### config.mk
export PLATFORM = sky130hd
export DESIGN_NAME = reg_readback_scanner_flat
export DESIGN_NICKNAME = d
export VERILOG_FILES = /design/src/rtl/reg_readback_pkg.sv /design/src/rtl/reg_readback_scanner_if.sv /design/src/rtl/reg_readback_scanner.sv /design/src/flat_wrapper.sv
export SDC_FILE = /design/constraint.sdc
export NUM_CORES = 1
export LEC_CHECK = 0
export ABC_CLOCK_PERIOD_IN_PS = 1600
export BUFFER_PORTS_ARGS = -buffer_cell sky130_fd_sc_hd__clkbuf_2
export CAP_MARGIN = 10
export CORE_UTILIZATION = 51
export DETAILED_ROUTE_END_ITERATION = 6
export PLACE_DENSITY = 0.77
export SYNTH_ARGS = -nofsm -noshare
export SYNTH_HDL_FRONTEND = slang
export SYNTH_SLANG_ARGS = --single-unit
### constraint.sdc
create_clock -name clk -period 1.6 [get_ports clk]
set_input_delay 0.48 -clock clk [delete_from_list [all_inputs] [get_ports clk]]
set_output_delay 0.48 -clock clk [all_outputs]
set_load 0.005 [all_outputs]
### src/rtl/reg_readback_pkg.sv
// Shared definitions for the tri-state register readback scanner:
// state encoding and parameter legality checks.
package reg_readback_pkg;

  localparam logic [2:0] ST_IDLE   = 3'd0;
  localparam logic [2:0] ST_GAP    = 3'd1;
  localparam logic [2:0] ST_SETTLE = 3'd2;
  localparam logic [2:0] ST_OUTPUT = 3'd3;
  localparam logic [2:0] ST_DONE   = 3'd4;

  typedef enum logic [2:0] {
    S_IDLE   = ST_IDLE,
    S_GAP    = ST_GAP,
    S_SETTLE = ST_SETTLE,
    S_OUTPUT = ST_OUTPUT,
    S_DONE   = ST_DONE
  } state_e;

  function automatic bit params_ok(
    input int nregs,
    input int width,
    input int settle
  );
    return (nregs >= 2) && (width >= 1) &&
           (settle >= 1);
  endfunction

endpackage

### src/rtl/reg_readback_scanner_if.sv
// Byte stream from the scanner to its consumer:
// data, slot index and a valid/ready handshake.
interface reg_readback_scanner_if #(
  parameter int WIDTH = 8,
  parameter int IW    = 3
) ();

  logic [WIDTH-1:0] dout;
  logic [IW-1:0]    dout_idx;
  logic             dout_valid;
  logic             dout_ready;

  modport master (
    output dout,
    output dout_idx,
    output dout_valid,
    input  dout_ready
  );

  modport slave (
    input  dout,
    input  dout_idx,
    input  dout_valid,
    output dout_ready
  );

endinterface

### src/rtl/reg_readback_scanner.sv
// Scans a bank of tri-state registers one slot at a time with
// break-before-make on the shared bus, streaming each byte out.
module reg_readback_scanner
  import reg_readback_pkg::*;
#(
  parameter int NREGS  = 8,
  parameter int WIDTH  = 8,
  parameter int SETTLE = 2,
  parameter int IW     = $clog2(NREGS)
) (
  input  logic             clk,
  input  logic             reset,
  input  logic             start,
  input  logic             abort,
  input  logic [WIDTH-1:0] bus_in,
  output logic [NREGS-1:0] noe,
  output logic             busy,
  output logic             done,
  reg_readback_scanner_if.master out_if
);

  if (!params_ok(NREGS, WIDTH, SETTLE)) begin : g_bad
    $error("reg_readback_scanner: bad parameters");
  end

  localparam int CW = $clog2(SETTLE + 1);
  localparam logic [CW-1:0] CNT_LAST =
    CW'(SETTLE - 1);
  localparam logic [IW-1:0] IDX_LAST =
    IW'(NREGS - 1);
  localparam logic [NREGS-1:0] ONE_HOT0 =
    NREGS'(1);
  localparam logic [NREGS-1:0] ALL_OFF = '1;

  state_e           state_q, state_d;
  logic [IW-1:0]    idx_q, idx_d;
  logic [CW-1:0]    cnt_q, cnt_d;
  logic [NREGS-1:0] noe_q, noe_d;
  logic [WIDTH-1:0] dout_q, dout_d;
  logic [IW-1:0]    didx_q, didx_d;
  logic             valid_q, valid_d;
  logic             busy_q, busy_d;
  logic             done_q, done_d;

  always_ff @(posedge clk) begin
    if (reset) begin
      state_q <= S_IDLE;
      idx_q   <= '0;
      cnt_q   <= '0;
      noe_q   <= ALL_OFF;
      dout_q  <= '0;
      didx_q  <= '0;
      valid_q <= 1'b0;
      busy_q  <= 1'b0;
      done_q  <= 1'b0;
    end else begin
      state_q <= state_d;
      idx_q   <= idx_d;
      cnt_q   <= cnt_d;
      noe_q   <= noe_d;
      dout_q  <= dout_d;
      didx_q  <= didx_d;
      valid_q <= valid_d;
      busy_q  <= busy_d;
      done_q  <= done_d;
    end
  end

  always_comb begin
    state_d = state_q;
    idx_d   = idx_q;
    cnt_d   = cnt_q;
    noe_d   = noe_q;
    dout_d  = dout_q;
    didx_d  = didx_q;
    valid_d = valid_q;
    busy_d  = busy_q;
    done_d  = 1'b0;

    unique case (state_q)
      S_IDLE: begin
        busy_d = 1'b0;
        if (start) begin
          idx_d   = '0;
          busy_d  = 1'b1;
          state_d = S_GAP;
        end
      end
      S_GAP: begin
        cnt_d   = '0;
        noe_d   = ~(ONE_HOT0 << idx_q);
        state_d = S_SETTLE;
      end
      S_SETTLE: begin
        cnt_d = cnt_q + CW'(1);
        if (cnt_q == CNT_LAST) begin
          dout_d  = bus_in;
          didx_d  = idx_q;
          valid_d = 1'b1;
          noe_d   = ALL_OFF;
          state_d = S_OUTPUT;
        end
      end
      S_OUTPUT: begin
        if (valid_q && out_if.dout_ready) begin
          valid_d = 1'b0;
          if (idx_q == IDX_LAST) begin
            busy_d  = 1'b0;
            done_d  = 1'b1;
            state_d = S_DONE;
          end else begin
            idx_d   = idx_q + IW'(1);
            state_d = S_GAP;
          end
        end
      end
      S_DONE: begin
        busy_d  = 1'b0;
        state_d = S_IDLE;
      end
      default: begin
        noe_d   = ALL_OFF;
        valid_d = 1'b0;
        busy_d  = 1'b0;
        state_d = S_IDLE;
      end
    endcase

    // Cancel wins over any handshake on the same edge.
    if (abort && state_q != S_IDLE) begin
      state_d = S_IDLE;
      noe_d   = ALL_OFF;
      valid_d = 1'b0;
      busy_d  = 1'b0;
      done_d  = 1'b0;
    end
  end

  assign noe               = noe_q;
  assign busy              = busy_q;
  assign done              = done_q;
  assign out_if.dout       = dout_q;
  assign out_if.dout_idx   = didx_q;
  assign out_if.dout_valid = valid_q;

endmodule

### src/flat_wrapper.sv
// flat-port wrapper written by rule: the top's interface ports become plain ports
module reg_readback_scanner_flat import reg_readback_pkg::*;
#(
  parameter int NREGS  = 8,
  parameter int WIDTH  = 8,
  parameter int SETTLE = 2,
  parameter int IW     = $clog2(NREGS)
)
  (clk, reset, start, abort, bus_in, noe, busy, done, out_if_dout, out_if_dout_idx, out_if_dout_valid, out_if_dout_ready);
  reg_readback_scanner_if #(.WIDTH(WIDTH), .IW(IW)) out_if_i ();
  input  logic clk;
  input  logic reset;
  input  logic start;
  input  logic abort;
  input  logic [WIDTH-1:0] bus_in;
  output logic [NREGS-1:0] noe;
  output logic busy;
  output logic done;
  output wire logic [$bits(out_if_i.dout)-1:0] out_if_dout;
  output wire logic [$bits(out_if_i.dout_idx)-1:0] out_if_dout_idx;
  output wire logic [$bits(out_if_i.dout_valid)-1:0] out_if_dout_valid;
  input wire logic [$bits(out_if_i.dout_ready)-1:0] out_if_dout_ready;
  assign out_if_dout = out_if_i.dout;
  assign out_if_dout_idx = out_if_i.dout_idx;
  assign out_if_dout_valid = out_if_i.dout_valid;
  assign out_if_i.dout_ready = out_if_dout_ready;
  reg_readback_scanner #(.NREGS(NREGS), .WIDTH(WIDTH), .SETTLE(SETTLE), .IW(IW)) u_core (.clk(clk), .reset(reset), .start(start), .abort(abort), .bus_in(bus_in), .noe(noe), .busy(busy), .done(done), .out_if(out_if_i));
endmodule
==> results.yml, run 1 <==
status:
  status: "finished clean"
pwr:
  swShare_pct: 26.34
  clkPwrFrac_pct: 31.7
  power.internal_mw: 1.071
  p_switching_mw: 0.3830
  cellLeakagePower_nw: 0.6905
  p_per_area_nw_per_um2: 901.6
  p_total_mw: 1.454
  comb_power_share_pct: 13.7
  p_seq_share_pct: 54.6
  peakVddDrop_v: 0.0006959
cts:
  holdBufCountCts: 0
  clockBufferDepth: 2
  clk_pin_slew_ns: 0.09
  numCtsBuffers: 5
  clockRootBuffer: "clkbuf_4"
  cts_tree: "built"
  clk_latency_ns: 0.33
  post_cts_buffers: 0
  h-tree-depth: 2
  cts_sinks: 30
logic_synthesis:
  synth_ff_type: "dfxtp_1"
  synthSimpleGateAreaFrac_pct: 22.91
  synth_edf_count: 0
  ys_warn_count: 0
  yosys-top-cells-area: "dfxtp_1, nand2_1, ha_1"
  synth_cell_types: 30
  synth_fp_nets: 174
  synth_seq_cells: 30
  netlist.top_cell.by_area: "dfxtp_1"
  synth_cells: 154
  ys_async_sr_fraction_pct: 0
  synth.mux.area_fraction_pct: 3.931
  synth_compound_area_share_pct: 15.05
  synth-adder-area-share_pct: 6.711
  synth_xor_area_share_pct: 0
  synth_top_area_share_pct: 46.02
  yosysSeqAreaShare_pct: 46.02
  synth_top_family_by_area: "simple AND/OR/NAND/NOR gates"
  syn_area_sq_um: 1305
  syn_avg_cell_area_sq_um: 8.474
detailed_routing:
  vias_per_cell: 5.221
  drt_first_pass_iters: 4
  antenna_left: 0
  drt_iter0_drc: 32
  drt-total-wl_microns: 2717
  drc_errors: 0
  wl_per_cell_microns: 12.02
  vias: 1180
setup_path:
  endpoint_kind: "flip-flop"
  crit_path_max_incr_delay_ns: 0.33
  cp_top_family: "adder cells"
  critPathRequiredTime_ns: 1.87
  cp_num_buf_inv: 0
  critPathLaunchType: "flip-flop"
  worstSetupPathType: "flip-flop to flip-flop"
  cp.arrival_ns: 1.79
  crit_chain: "ha_1 -> ha_1 -> nor2b_1 -> nand4_1 -> mux2_2 -> nor2_1"
  crit_top_cell: "ha_1"
  crit_slowest_cell: "dfxtp_1"
  worstPathMaxFanout: 3
final_layout:
  antennaDiodeCount: 0
  fin_nets: 217
  nFillCells: 201
  post-route-util_pct: 69.56
  final_layout_size_suffix_gt1_share_pct: 28.79
  area_delta_synth_final_pct: 23.59
  regArea_sq_um: 601.8
  multi_input_area_sq_um: 640.6
floorplan:
  ios: 35
  dieHeight_microns: 52.59
  die_area_sq_um: 2765
  design.core.area_sq_um: 2318
  start_util_pct: 56.29
  die_w_microns: 52.59
  num_rows: 17
sta:
  hold_viol: 0
  fin_crit_sh_pct: 95.25
  rsz0062_at_grt: "false"
  skew_ns: 0.007088
  setup_ws_ns: 0.07601
  worst_pin_slew_ns: 0.4240
  tns_ns: 0
  report.final.slew_viol_count: 0
  holdWs_ns: 0.3665
  max_freq_ghz: 0.6562
  fin_crit_ns: 1.524
  setup_viol: 0
  relSlewSlack_pct: 71.70
global_routing:
  grt_pass1_wl_microns: 4636
  grt_max_degree: 17
  grt.overflow.total: 0
  track_usage_pct: 23.38
  antenna_found_initial: 0
  grt_pass1_vias: 1094
placement:
  gp_congestion: 0.7982
  place_ws_ns: 0.06274
  port_buffers: 34
  hpwlAfterDp_microns: 2065
min_path:
  min_path_type: "primary input to flip-flop"
run:
  cap_violations: 0
-- synth_stat cells (2+ instances only) --
cell type	number
nor2_1	5
mux2i_1	4
nor2b_1	4
a21oi_1	16
and2_1	2
inv_1	6
o21ai_0	7
clkbuf_1	2
dfxtp_1	30
nand4_1	2
ha_1	7
nand2_1	37
nor3_1	3
o2bb2ai_1	3
nand2b_1	2
buf_2	5
a22oi_1	2
nand3_1	5
-- tightest hold or removal path, delay by kind of cell --
| family | cells | cell delay [ns] |
|---|---|---|
| buffers and inverters | 1 | 0.08 |
| AND/OR/NAND/NOR | 1 | 0.05 |
| AO/OA/AOI/OAI | 1 | 0.05 |
-- power groups by stage --
stage               logic (mW)  registers [mW]  clock network, mW
floorplan                0.142           0.797                  0
global placement         0.185           0.810                  0
detailed placement       0.191           0.810                  0
CTS                      0.194           0.794              0.470
global route             0.224           0.797              0.509
finish                   0.199           0.794              0.461
-- sequential cells by signal, indices dropped and copies added, names as in the netlist --
signal,cells
u_core.state_q,3
u_core.noe,8
u_core.idx_q,3
u_core.out_if.dout_valid,1
u_core.out_if.dout_idx,3
u_core.busy,1
u_core.done,1
u_core.out_if.dout,8
u_core.cnt_q,2
-- layer usage --
metal  vias up  wire, microns  track usage (%)
li1        609              -                -
met1       529           1223            26.68
met2        36           1310            38.82
met3         6            141            8.986
met4         0             42            9.211
met5         -              0                0
-- per-stage QoR --
step	std cells	cell area, sq um
global placement	218	1545
finish	226	1613
global route	226	1613
CTS	226	1605
floorplan	154	1305
detailed placement	218	1545
-- cells in the final DEF, fill, tap and decap left out, types with 4 or more instances in the layout --
master,n
dfxtp_1,29
mux2i_1,4
nor2b_1,4
a21oi_1,16
clkbuf_4,5
nand3_1,5
o21ai_0,7
nor2_1,5
inv_1,6
nand2_1,37
clkbuf_2,34
buf_4,11
ha_1,7
-- area by class of cell --
cell class	count	share of cell area (%)
Inverter	6	1.396
Timing Repair Buffer	45	15.67
Tap cell	28	2.172
Multi-Input combinational cell	109	39.72
Clock buffer	7	3.413
Clock inverter	1	0.3103
Sequential cell	30	37.32
-- worst paths after layout --
kind / cells past startpoint / slack, ns / endpoint / start
setup / recovery: 6 / 0.08 / u_core.idx_q[0] / u_core.idx_q[0]
hold / removal: 3 / 0.37 / u_core.out_if.dout[4] / bus_in[4]
hold reg to reg: 2 / 0.46 / u_core.out_if.dout_idx[0] / u_core.out_if.dout_idx[0]
setup reg to reg: 6 / 0.08 / u_core.idx_q[0] / u_core.idx_q[0]
-- repair_timing --
item / in CTS / in global routing
hold endpoints to repair: 0 / 0
resized for setup: 0 / 3
endpoints found under the setup margin: 0 / 2
-- kinds of logic after synthesis --
family,after synthesis
DFF,30
buffers and inverters,15
muxes,5
and+or+nand+nor,64
adders and majority gates,7
AOI/OAI and AO/OA,33
Note: power is estimated with default switching activity, not from simulation.
==> run 2, diff against run 1 <==
--- a/config.mk
+++ b/config.mk
@@ -5,12 +5,13 @@
 export SDC_FILE = /design/constraint.sdc
 export NUM_CORES = 1
 export LEC_CHECK = 0
+export ABC_AREA = 1
 export ABC_CLOCK_PERIOD_IN_PS = 1600
-export BUFFER_PORTS_ARGS = -buffer_cell sky130_fd_sc_hd__clkbuf_2
+export BUFFER_PORTS_ARGS = -buffer_cell sky130_fd_sc_hd__buf_2
 export CAP_MARGIN = 10
 export CORE_UTILIZATION = 51
 export DETAILED_ROUTE_END_ITERATION = 6
-export PLACE_DENSITY = 0.77
+export PLACE_DENSITY = 0.76
 export SYNTH_ARGS = -nofsm -noshare
 export SYNTH_HDL_FRONTEND = slang
 export SYNTH_SLANG_ARGS = --single-unit
==> results.yml, run 2 <==
pwr:
  p_per_area_nw_per_um2: 1469
  p_total_mw: 2.401
  swShare_pct: 40.20
  p_seq_share_pct: 40.4
  cellLeakagePower_nw: 0.7788
  peakVddDrop_v: 0.0009262
  p_switching_mw: 0.9653
  clkPwrFrac_pct: 19.6
  power.internal_mw: 1.436
  comb_power_share_pct: 40.0
sta:
  report.final.slew_viol_count: 0
  hold_viol: 0
  fin_crit_ns: 1.451
  max_freq_ghz: 0.6891
  setup_viol: 0
  worst_pin_slew_ns: 0.4695
  tns_ns: 0
  fin_crit_sh_pct: 90.69
  setup_ws_ns: 0.1489
  relSlewSlack_pct: 68.70
  skew_ns: 0.007101
  rsz0062_at_grt: "false"
logic_synthesis:
  synthTopCellsByCount: "nand2_1, nand3_1, dfxtp_1, inv_1, a21oi_1"
  yosysSeqAreaShare_pct: 43.72
  synth_top_family_by_area: "simple AND/OR/NAND/NOR gates"
  syn_area_sq_um: 1374
  yosysMostFrequentCell: "nand2_1"
  synth_seq_cells: 30
  synth-adder-area-share_pct: 6.375
  synth_edf_count: 0
  netlist.top_cell.by_area: "dfxtp_1"
  syn_avg_cell_area_sq_um: 7.386
  synthSimpleGateAreaFrac_pct: 33.24
  synth_cell_types: 22
  ys_async_sr_fraction_pct: 0
  ys_warn_count: 0
  synth.mux.area_fraction_pct: 0
  synth_ff_type: "dfxtp_1"
  synth_fp_nets: 206
  synth_cells: 186
  synth_compound_area_share_pct: 9.016
  yosys-top-cells-area: "dfxtp_1, nand3_1, nand2_1"
  synth_xor_area_share_pct: 0
  synth_top_area_share_pct: 43.72
cts:
  clockRootBuffer: "clkbuf_4"
  clockBufferDepth: 2
  holdBufCountCts: 0
  clk_pin_slew_ns: 0.10
  cts_tree: "built"
  h-tree-depth: 2
  numCtsBuffers: 5
  cts_sinks: 30
  clk_latency_ns: 0.33
detailed_routing:
  antenna_left: 0
  drt_iter0_drc: 44
  drt-total-wl_microns: 2912
  drc_errors: 0
  vias_per_cell: 5.137
  wl_per_cell_microns: 11.38
  vias: 1315
  drt_first_pass_iters: 4
floorplan:
  ios: 35
  num_rows: 18
  start_util_pct: 54.46
  die_area_sq_um: 2905
  design.core.area_sq_um: 2522
  die_w_microns: 53.90
  dieHeight_microns: 53.90
setup_path:
  worstPathMaxFanout: 7
  critPathRequiredTime_ns: 1.87
  endpoint_kind: "flip-flop"
  worstSetupPathType: "flip-flop to flip-flop"
  crit_chain: "inv_1 -> ha_1 -> or2_2 -> nand3_1 -> nand2_1 -> nor2_1"
  cp_num_buf_inv: 1
  crit_slowest_cell: "dfxtp_1"
  cp_top_family: "simple AND/OR/NAND/NOR gates"
  critPathLaunchType: "flip-flop"
  cp.arrival_ns: 1.72
  crit_path_max_incr_delay_ns: 0.45
min_path:
  min_path_type: "primary input to flip-flop"
global_routing:
  grt_max_degree: 14
  antenna_found_initial: 0
  grt_pass1_vias: 1193
  grt_pass1_wl_microns: 4850
  track_usage_pct: 23.82
  grt.overflow.total: 0
run:
  cap_violations: 0
final_layout:
  final_area_sq_um: 1634
  antennaDiodeCount: 0
  area_delta_synth_final_pct: 18.94
  layout_common_cells: "nand2_1, nand3_1, buf_2, dfxtp_1, inv_1"
  fin_nets: 245
  final_layout_size_suffix_gt1_share_pct: 23.01
  post-route-util_pct: 64.78
  layout_commonest_cell: "nand2_1"
status:
  status: "finished clean"
placement:
  port_buffers: 34
  place_ws_ns: 0.1824
  hpwlAfterDp_microns: 2204
  gp_congestion: 0.8532
  place_area_sq_um: 1574
==> run 2: cell types whose count changed after synthesis, sizes merged, moves of 3 or more <==
| cell | previous run | this run |
|---|---|---|
| nand3 | 5 | 39 |
| inv | 6 | 20 |
| nor2 | 5 | 14 |
| nand2 | 37 | 43 |
| buf | 7 | 3 |
| mux2i | 4 | 0 |
| nor2b | 4 | 0 |
| o21ai | 7 | 3 |
| and2 | 3 | 0 |
| nor3 | 3 | 0 |
| o2bb2ai | 3 | 0 |
==> run 2: power by group through the flow <==
stage	Combinational [mW]	Sequential [mW]	Clock, mW
5_1_grt	1.10	0.989	0.521
3_5_place_dp	0.953	0.985	0
6_report	0.961	0.971	0.470
3_3_place_gp	0.936	0.979	0
2_1_floorplan	0.701	0.976	0
4_1_cts	0.960	0.969	0.479
==> run 2: kinds of logic after synthesis <==
logic type / count (synthesis)
buffers and inverters: 25
AO/OA/AOI/OAI: 23
adder cells (fa/ha/maj): 7
AND/OR/NAND/NOR: 101
flip-flops: 30
==> run 2: final timing paths <==
check,startpoint,endpoint,slack [ns],depth (start not counted)
worst min register to register,u_core.out_if.dout_idx[0],u_core.out_if.dout_idx[0],0.46,2
worst max register to register,u_core.idx_q[2],u_core.idx_q[2],0.15,6
worst max-delay path,u_core.idx_q[2],u_core.idx_q[2],0.15,6
worst min-delay path,start,u_core.busy,0.40,3
==> run 2: final cells by class <==
type                    instances  area (sq um)
clock buffers                   7         55.05
clock inverters                 1         5.005
fillers                       235         888.4
inverters                      20         75.07
multi-input cells             131         668.1
flip-flops and latches         30         600.6
well taps                      30         37.54
repair buffers                 37         192.7
==> run 2: stage by stage <==
| stage | hold WS (ns) | instances |
|---|---|---|
| 2_1_floorplan | 0.4284 | 186 |
| 3_5_place_dp | 0.4527 | 248 |
| 6_report | 0.4004 | 256 |
| 3_3_place_gp | 0.4380 | 248 |
| 4_1_cts | 0.3979 | 256 |
| 5_1_grt | 0.3927 | 256 |
==> run 2: layer usage <==
metal | vias to the layer above | part of all wire [%] | GRT usage, %
li1 | 690 | - | -
met1 | 577 | 45 | 25.34
met2 | 41 | 48 | 41.15
met3 | 7 | 5.8 | 9.322
met4 | 0 | 1.5 | 10.53
met5 | - | 0 | 0
==> run 2: worst reg2reg max path, cell delays in order, from the launching register on <==
cell and delay [ns]:
dfxtp_1 0.45, inv_1 0.13, ha_1 0.30, or2_2 0.29, nand3_1 0.09, nand2_1 0.05
nor2_1 0.08
==> run 2: repair_timing <==
| action | CTS | global route |
|---|---|---|
| resized for setup | 0 | 1 |
| endpoints found under the hold margin | 0 | 0 |
| buffers inserted | 0 | 0 |
| endpoints found under the setup margin | 0 | 1 |
==> run 3, diff against run 2 <==
--- a/config.mk
+++ b/config.mk
@@ -5,13 +5,12 @@
 export SDC_FILE = /design/constraint.sdc
 export NUM_CORES = 1
 export LEC_CHECK = 0
-export ABC_AREA = 1
 export ABC_CLOCK_PERIOD_IN_PS = 1600
 export BUFFER_PORTS_ARGS = -buffer_cell sky130_fd_sc_hd__buf_2
 export CAP_MARGIN = 10
 export CORE_UTILIZATION = 51
 export DETAILED_ROUTE_END_ITERATION = 6
-export PLACE_DENSITY = 0.76
+export PLACE_DENSITY = 0.77
 export SYNTH_ARGS = -nofsm -noshare
 export SYNTH_HDL_FRONTEND = slang
 export SYNTH_SLANG_ARGS = --single-unit
==> results.yml, run 3 (same netlist as run 1, synthesis figures left out) <==
status:
  status: "finished clean"
floorplan:
  ios: 35
  dieHeight_microns: 52.59
  die_area_sq_um: 2765
  design.core.area_sq_um: 2318
  die_w_microns: 52.59
  start_util_pct: 56.29
  num_rows: 17
setup_path:
  endpoint_kind: "flip-flop"
  crit_path_max_incr_delay_ns: 0.35
  critPathLaunchType: "flip-flop"
  cp_num_buf_inv: 1
  worstPathMaxFanout: 5
  worstSetupPathType: "flip-flop to flip-flop"
  cp_top_family: "adder cells"
  crit_slowest_cell: "dfxtp_2"
  crit_top_cell: "nor2b_1"
  cp.arrival_ns: 1.79
  critPathRequiredTime_ns: 1.83
  crit_chain: "ha_1 -> ha_2 -> nor2b_1 -> nand4_1 -> buf_4 -> mux2i_1 -> nor2b_1"
global_routing:
  track_usage_pct: 24.09
  grt.overflow.total: 0
  grt_pass1_vias: 1120
  antenna_found_initial: 0
  grt_max_degree: 14
  grt_pass1_wl_microns: 4671
sta:
  skew_ns: 0.006411
  max_freq_ghz: 0.6417
  hold_viol: 0
  fin_crit_sh_pct: 97.40
  worst_pin_slew_ns: 0.3954
  relSlewSlack_pct: 73.60
  setup_viol: 0
  fin_crit_ns: 1.558
  report.final.slew_viol_count: 0
  tns_ns: 0
pwr:
  cellLeakagePower_nw: 0.6738
  comb_power_share_pct: 13.4
  swShare_pct: 26.97
  power.internal_mw: 1.067
  peakVddDrop_v: 0.0007369
  p_total_mw: 1.460
  p_per_area_nw_per_um2: 911.2
  clkPwrFrac_pct: 32.3
  p_seq_share_pct: 54.3
  p_switching_mw: 0.3939
placement:
  hpwlAfterDp_microns: 2029
  place_area_sq_um: 1523
  port_buffers: 34
  gp_congestion: 0.8865
final_layout:
  layout_commonest_cell: "nand2_1"
  final_layout_size_suffix_gt1_share_pct: 29.08
  antennaDiodeCount: 0
  layout_common_cells: "nand2_1, buf_2, dfxtp_1, a21oi_1, buf_4"
  post-route-util_pct: 69.13
  area_delta_synth_final_pct: 22.82
  fin_nets: 215
  final_area_sq_um: 1603
detailed_routing:
  drt_first_pass_iters: 4
  wl_per_cell_microns: 11.94
  antenna_left: 0
  drt_iter0_drc: 21
  drc_errors: 0
  vias: 1178
  drt-total-wl_microns: 2674
  vias_per_cell: 5.259
cts:
  clk_latency_ns: 0.33
  cts_sinks: 30
  clk_pin_slew_ns: 0.10
  clockRootBuffer: "clkbuf_4"
  numCtsBuffers: 5
  clockBufferDepth: 2
  holdBufCountCts: 0
  h-tree-depth: 2
  cts_tree: "built"
min_path:
  min_path_type: "primary input to flip-flop"
run:
  cap_violations: 0
[run 3: cell types whose count changed in the layout (fill, tap and decap cells not counted), moves of 3 or more]
cell | before | now
nand3_1 | 39 | 4
inv_1 | 18 | 6
nor2_1 | 13 | 5
buf_4 | 3 | 9
o21ai_0 | 2 | 7
mux2i_1 | 0 | 4
nor2b_1 | 0 | 4
nand2_1 | 40 | 37
nor3_1 | 0 | 3
o2bb2ai_1 | 0 | 3
[run 3: power groups by stage]
stage,Combinational [mW],Sequential [mW],Clock [mW]
3_5_place_dp,0.193,0.810,0
4_1_cts,0.194,0.792,0.488
5_1_grt,0.219,0.797,0.530
2_1_floorplan,0.142,0.797,0
3_3_place_gp,0.186,0.808,0
6_report,0.196,0.793,0.472
[run 3: final cells by class]
type	instances	area, sq um
Tap cell	28	35.03
Clock inverter	2	12.51
Inverter	6	22.52
Sequential cell	30	601.8
Fill cell	205	715.7
Multi-Input combinational cell	109	641.9
Clock buffer	6	51.30
Timing Repair Buffer	43	237.7
[run 3: final timing paths]
| kind | from | end | slack [ns] | cells past startpoint |
|---|---|---|---|---|
| worst min-delay path | bus_in[0] | u_core.out_if.dout[0] | 0.38 | 3 |
| worst max-delay path | u_core.idx_q[1] | u_core.idx_q[2] | 0.04 | 7 |
| worst min register to register | u_core.out_if.dout_idx[1] | u_core.out_if.dout_idx[1] | 0.46 | 2 |
| worst max register to register | u_core.idx_q[1] | u_core.idx_q[2] | 0.04 | 7 |
[run 3: stage by stage]
step / hold slack, ns / cells / worst slack (ns)
after floorplan: 0.4527 / 154 / 0.1257
after global placement: 0.4405 / 215 / 0.1003
after detailed placement: 0.4488 / 215 / -0.01588
after CTS: 0.3643 / 223 / 0.00008304
after global routing: 0.3626 / 224 / -0.02490
final: 0.3791 / 224 / 0.04160
[run 3: worst min-delay path, cell delays in order]
cell	delay, ns
buf_2	0.09
nand2_1	0.04
a21oi_1	0.05
[run 3: layer usage]
metal  routed length [microns]  global-route usage (%)  vias up
li1                          -                       -      604
met1                      1245                   27.91      526
met2                      1217                   38.19       38
met3                       138                   6.957       10
met4                        72                   15.79        0
met5                         0                       0        -
[run 3: repair_timing]
action	4_1_cts	5_1_grt
gates resized for setup	1	2
pin swaps	1	0
setup endpoints to repair	1	11
setup buffers	0	1
